$ cat config.mk
export PLATFORM = sky130hd
export DESIGN_NAME = imem_loader_flat
export DESIGN_NICKNAME = d
export VERILOG_FILES = /design/src/rtl/imem_loader_pkg.sv /design/src/rtl/imem_loader_if.sv /design/src/rtl/imem_loader.sv /design/src/flat_wrapper.sv
export SDC_FILE = /design/constraint.sdc
export NUM_CORES = 1
export LEC_CHECK = 0
export CAP_MARGIN = 20
export CORE_MARGIN = 5
export CORE_UTILIZATION = 58
export CTS_BUF_LIST = sky130_fd_sc_hd__clkbuf_4 sky130_fd_sc_hd__clkbuf_8
export DETAILED_ROUTE_END_ITERATION = 7
export HOLD_SLACK_MARGIN = 0.08
export PLACE_DENSITY = 0.85
export SYNTH_ARGS = -nofsm -noshare
export SYNTH_HDL_FRONTEND = slang
export SYNTH_SLANG_ARGS = --single-unit
$ cat constraint.sdc
create_clock -name clk -period 4.2 [get_ports clk]
set_input_delay 0.84 -clock clk [delete_from_list [all_inputs] [get_ports clk]]
set_output_delay 0.84 -clock clk [all_outputs]
set_load 0.02 [all_outputs]
$ cat src/rtl/imem_loader_pkg.sv
// rtl/imem_loader_pkg.sv - shared states and frame constants for the program loader
package imem_loader_pkg;

  // Loader states; the top module re-expresses these as plain 3-bit constants.
  typedef enum logic [2:0] {
    IDLE    = 3'd0,
    LEN_HI  = 3'd1,
    LEN_LO  = 3'd2,
    DATA_HI = 3'd3,
    DATA_LO = 3'd4,
    CHECK   = 3'd5,
    DONE    = 3'd6,
    ERROR   = 3'd7
  } state_e;

  localparam logic [7:0] SYNC_BYTE_DEF = 8'hA5;

  // Sync byte, two length bytes and the checksum byte wrap every payload.
  localparam int FRAME_OVERHEAD = 4;

endpackage

$ cat src/rtl/imem_loader_if.sv
// rtl/imem_loader_if.sv - byte-receiver and instruction-memory write bundle
interface imem_loader_if #(
  parameter int ADDR_W = 16
);

  logic [7:0]        rx_data;
  logic              rx_valid;
  logic              rx_ready;
  logic              imem_we;
  logic [ADDR_W-1:0] imem_waddr;
  logic [15:0]       imem_wdata;
  logic              proc_reset;
  logic              load_done;
  logic              load_err;

  // Byte source / observer side.
  modport master (
    output rx_data, rx_valid,
    input  rx_ready, imem_we, imem_waddr, imem_wdata, proc_reset, load_done, load_err
  );

  // Loader side.
  modport slave (
    input  rx_data, rx_valid,
    output rx_ready, imem_we, imem_waddr, imem_wdata, proc_reset, load_done, load_err
  );

endinterface

$ cat src/rtl/imem_loader.sv
// rtl/imem_loader.sv - byte-stream instruction-memory loader with checksum gate
module imem_loader
  import imem_loader_pkg::*;
#(
  parameter int         ADDR_W    = 16,
  parameter int         MAX_WORDS = 256,
  parameter logic [7:0] SYNC_BYTE = SYNC_BYTE_DEF
) (
  input logic          clk,
  input logic          reset,
  imem_loader_if.slave bus
);

  localparam logic [2:0] S_IDLE    = IDLE;
  localparam logic [2:0] S_LEN_HI  = LEN_HI;
  localparam logic [2:0] S_LEN_LO  = LEN_LO;
  localparam logic [2:0] S_DATA_HI = DATA_HI;
  localparam logic [2:0] S_DATA_LO = DATA_LO;
  localparam logic [2:0] S_CHECK   = CHECK;
  localparam logic [2:0] S_DONE    = DONE;
  localparam logic [2:0] S_ERROR   = ERROR;

  logic [2:0]        state;
  logic              ready_q;
  logic [7:0]        len_hi;
  logic [15:0]       word_len;
  logic [15:0]       word_cnt;
  logic [7:0]        hi_byte;
  logic [7:0]        chk_acc;
  logic [ADDR_W-1:0] addr;
  logic              we_q;
  logic [ADDR_W-1:0] waddr_q;
  logic [15:0]       wdata_q;

  logic        accept;
  logic        is_sync;
  logic [15:0] rx_len;

  assign accept  = bus.rx_valid && ready_q;
  assign is_sync = (bus.rx_data == SYNC_BYTE);
  assign rx_len  = {len_hi, bus.rx_data};

  // Frame parser: consumes one byte per accepted edge, updates counters and issues word writes.
  always_ff @(posedge clk) begin
    if (reset) begin
      state    <= S_IDLE;
      ready_q  <= 1'b0;
      len_hi   <= 8'h00;
      word_len <= 16'h0000;
      word_cnt <= 16'h0000;
      hi_byte  <= 8'h00;
      chk_acc  <= 8'h00;
      addr     <= '0;
      we_q     <= 1'b0;
      waddr_q  <= '0;
      wdata_q  <= 16'h0000;
    end else begin
      ready_q <= 1'b1;
      we_q    <= 1'b0;
      if (accept) begin
        case (state)
          S_IDLE, S_DONE, S_ERROR: begin
            if (is_sync) begin
              state    <= S_LEN_HI;
              chk_acc  <= 8'h00;
              addr     <= '0;
              word_cnt <= 16'h0000;
            end
          end
          S_LEN_HI: begin
            len_hi  <= bus.rx_data;
            chk_acc <= chk_acc ^ bus.rx_data;
            state   <= S_LEN_LO;
          end
          S_LEN_LO: begin
            word_len <= rx_len;
            chk_acc  <= chk_acc ^ bus.rx_data;
            if (rx_len > 16'(MAX_WORDS)) begin
              state <= S_ERROR;
            end else if (rx_len == 16'h0000) begin
              state <= S_CHECK;
            end else begin
              state <= S_DATA_HI;
            end
          end
          S_DATA_HI: begin
            hi_byte <= bus.rx_data;
            chk_acc <= chk_acc ^ bus.rx_data;
            state   <= S_DATA_LO;
          end
          S_DATA_LO: begin
            chk_acc  <= chk_acc ^ bus.rx_data;
            we_q     <= 1'b1;
            waddr_q  <= addr;
            wdata_q  <= {hi_byte, bus.rx_data};
            addr     <= addr + 1'b1;
            word_cnt <= word_cnt + 16'd1;
            state    <= (word_cnt + 16'd1 == word_len) ? S_CHECK : S_DATA_HI;
          end
          S_CHECK: begin
            state <= (bus.rx_data == chk_acc) ? S_DONE : S_ERROR;
          end
          default: state <= S_IDLE;
        endcase
      end
    end
  end

  assign bus.rx_ready   = ready_q;
  assign bus.imem_we    = we_q;
  assign bus.imem_waddr = waddr_q;
  assign bus.imem_wdata = wdata_q;
  assign bus.proc_reset = (state != S_DONE);
  assign bus.load_done  = (state == S_DONE);
  assign bus.load_err   = (state == S_ERROR);

endmodule

$ cat src/flat_wrapper.sv
// flat-port wrapper written by rule: the top's interface ports become plain ports
module imem_loader_flat import imem_loader_pkg::*;
#(
  parameter int         ADDR_W    = 16,
  parameter int         MAX_WORDS = 256,
  parameter logic [7:0] SYNC_BYTE = SYNC_BYTE_DEF
)
  (clk, reset, bus_rx_data, bus_rx_valid, bus_rx_ready, bus_imem_we, bus_imem_waddr, bus_imem_wdata, bus_proc_reset, bus_load_done, bus_load_err);
  imem_loader_if #(.ADDR_W(ADDR_W)) bus_i ();
  input logic clk;
  input logic reset;
  input wire logic [$bits(bus_i.rx_data)-1:0] bus_rx_data;
  input wire logic [$bits(bus_i.rx_valid)-1:0] bus_rx_valid;
  output wire logic [$bits(bus_i.rx_ready)-1:0] bus_rx_ready;
  output wire logic [$bits(bus_i.imem_we)-1:0] bus_imem_we;
  output wire logic [$bits(bus_i.imem_waddr)-1:0] bus_imem_waddr;
  output wire logic [$bits(bus_i.imem_wdata)-1:0] bus_imem_wdata;
  output wire logic [$bits(bus_i.proc_reset)-1:0] bus_proc_reset;
  output wire logic [$bits(bus_i.load_done)-1:0] bus_load_done;
  output wire logic [$bits(bus_i.load_err)-1:0] bus_load_err;
  assign bus_i.rx_data = bus_rx_data;
  assign bus_i.rx_valid = bus_rx_valid;
  assign bus_rx_ready = bus_i.rx_ready;
  assign bus_imem_we = bus_i.imem_we;
  assign bus_imem_waddr = bus_i.imem_waddr;
  assign bus_imem_wdata = bus_i.imem_wdata;
  assign bus_proc_reset = bus_i.proc_reset;
  assign bus_load_done = bus_i.load_done;
  assign bus_load_err = bus_i.load_err;
  imem_loader #(.ADDR_W(ADDR_W), .MAX_WORDS(MAX_WORDS), .SYNC_BYTE(SYNC_BYTE)) u_core (.clk(clk), .reset(reset), .bus(bus_i));
endmodule
==> impl_metrics.tcl <==
set metrics [dict create \
    cp-end-kind "output pin" \
    hold_depth 2 \
    fin_crit_ps 3013 \
    num_antenna_cells 0 \
    cts_tree "yes" \
    cap_violations 0 \
    yosys.area.top_type "dfxtp_1" \
    grt_pass1_wl_microns 20270 \
    max_freq_ghz 0.3319 \
    finClkSkew_ps 12.64 \
    syn_inst 647 \
    cts_buffers 9 \
    crit_required_ps 3360 \
    layout-drive-gt1-share_pct 7.143 \
    stdcell_count 780 \
    path_cells "and2_1, nand2b_1, inv_1, clkdlybuf4s50_1" \
    critPathTopFamily "flip-flops" \
    rr_worst_depth 7 \
    clock_path_buffers 2 \
    crit_buf_inv 2 \
    clk_latency_ps 370 \
    die_x_microns 104.5 \
    r2r_start "u_core.word_cnt[0]" \
    tns_ps 0 \
    cts_hold_buffers 0 \
    post_cts_resized 0 \
    start_util_pct 59.38 \
    hold_path_class "flip-flop to flip-flop" \
    port_buffers 47 \
    areaGrowthSynthToFinish_pct 12.10 \
    synth-seq-cells 109 \
    relSlewSlack_pct 31.90 \
    crit_type "flip-flop to output pin" \
    min_from "u_core.bus.imem_waddr[0]" \
    rows 34 \
    synthesis.nets 660 \
    dr_total_vias 4704 \
    cts-root-buf "clkbuf_8" \
    grt_usage_pct 21.93 \
    clk_pin_slew_ps 90 \
    rsz0062_at_grt "false" \
    status "completed" \
    timing_hold_violations_final 0 \
    tightest_slew_ps 1021 \
    final_nets 680 \
    antenna_found_initial 0 \
    critPathSlowestCell "dfxtp_1" \
    period_share_pct 71.73 \
    ys_warn_count 0 \
    avgSynthCellArea_sq_um 8.004 \
    ios 48 \
    final_common_cell "nand2_1" \
    finalWorstSetupSlack_ps 1187 \
    dpl.hpwl_microns 8492 \
    ant_nets 0 \
    die-area_sq_um 10920 \
    vias_per_cell 6.031 \
    cts.sinks 109 \
    maxSlewViolCount 0 \
    start_kind "flip-flop" \
    final_cell_mix "113 x nand2_1, 109 x dfxtp_1, 79 x nor2_1, 74 x a21oi_1, 46 x clkdlybuf4s50_1" \
    htree_num_levels 3 \
    peakVddDrop_mv 0.2175 \
    synth.top_cell.area_share_pct 42.14 \
    pre_cts_ws_ps 1009 \
    synth_area_leaders "dfxtp_1 42%, nand2_1 8.2%, a21oi_1 7.2%" \
    setup_violations 0 \
    grt_max_degree 58 \
    core-area_sq_um 8721 \
    drt-total-wl_microns 12230 \
    ys.flop_type "dfxtp_1" \
    synth_edf_count 0 \
    mappedNetlistArea_sq_um 5179 \
    cp_max_fo 18 \
    p_per_area_nw_per_um2 285.9 \
    wire_per_inst_microns 15.68 \
    cts_setup_buffers 0 \
    startpoint "u_core.state[2]" \
    async_flop_share_pct 0 \
    grt_overflow 0 \
    critPathArrivalTime_ps 2170 \
    drc 0 \
    yosysSeqAreaShare_pct 42.14 \
    die_h_microns 104.5 \
    first_pass_iters 5 \
    drtIter0Drc 329 \
    place.gp.congestion 0.9456 \
    dp_cells 764 \
    grt_pass1_vias 4345 \
    ys_types 64 \
    max_stage_delay_ps 710 \
    p_leak_nw 1.997 \
    cp.depth 4 \
]
==> final timing paths <==
kind | to | slack [ps]
max reg2reg | u_core.state[1] | 1680
min reg2reg | u_core.bus.imem_waddr[0] | 460
max | bus_load_done | 1190
min | u_core.bus.imem_waddr[0] | 460
==> layer usage <==
layer  part of all wire, %  up-vias  GRT usage (%)
met5                     0        -              0
met4                   2.6        0          8.233
met3                   5.6       33          4.159
met2                    49      167          36.29
met1                    43     2232          28.28
li1                      -     2272              -
==> synth_stat cells, types with 3 or more instances <==
master	n
clkbuf_1	24
nand2_1	113
nand3_1	15
buf_6	3
o22ai_1	3
o211ai_1	3
nand4_1	6
a31oi_1	6
nor2b_1	5
nor4_2	4
nor3_1	15
mux2_2	4
nor2_1	79
a21oi_1	74
a311oi_1	5
xnor2_1	18
xor2_1	8
and3_1	5
mux2i_1	22
inv_1	12
o21ai_0	33
nor4_1	7
a211oi_1	4
dfxtp_1	109
and4_1	5
buf_2	17
==> registers in the layout, indices dropped and copies added, names as in the netlist, 3 cells and up <==
signal / flops
u_core.len_hi: 8
u_core.addr: 16
u_core.bus.imem_wdata: 16
u_core.state: 3
u_core.chk_acc: 8
u_core.word_cnt: 16
u_core.word_len: 16
u_core.bus.imem_waddr: 16
u_core.hi_byte: 8
==> power by group <==
| part | switching [mW] | internal [mW] |
|---|---|---|
| clock network | 0.344 | 0.231 |
| registers | 0.000345 | 1.03 |
| logic | 0.0351 | 0.0163 |
==> cells by family after synthesis <==
logic type | share of synthesized area (%)
simple gates | 26.43
compound gates | 15.99
flops | 42.14
buf+inv | 5.436
xor+xnor | 4.397
mux | 5.122
fa+ha+maj | 0.4831
==> layout make-up <==
class / count / area, sq um
sequential: 109 / 2182
fill: 705 / 2915
tap: 108 / 135.1
inverter: 12 / 45.04
clock buffer: 11 / 138.9
multi-input combinational: 477 / 2720
timing repair buffer: 58 / 548.0
clock inverter: 5 / 36.28
==> worst register-to-register path: stages, from the launching register on <==
cell,delay (ps)
dfxtp_1,530
ha_1,380
nand3_2,290
or3_4,490
and3_1,160
a21oi_1,190
nor4_2,90
a311oi_1,310
==> through the flow <==
stage | power (mW) | hold slack (ps) | instance area, sq um | utilization, %
floorplan | 1.087 | 431.2 | 5179 | -
finish | 1.660 | 455.8 | 5806 | 66.57
global route | 1.716 | 475.6 | 5806 | 66.57
detailed placement | 1.108 | 445.9 | 5630 | 64.56
CTS | 1.669 | 459.8 | 5806 | 66.57
global placement | 1.107 | 437.9 | 5630 | 64.56
(Power assumes the default switching activity.)
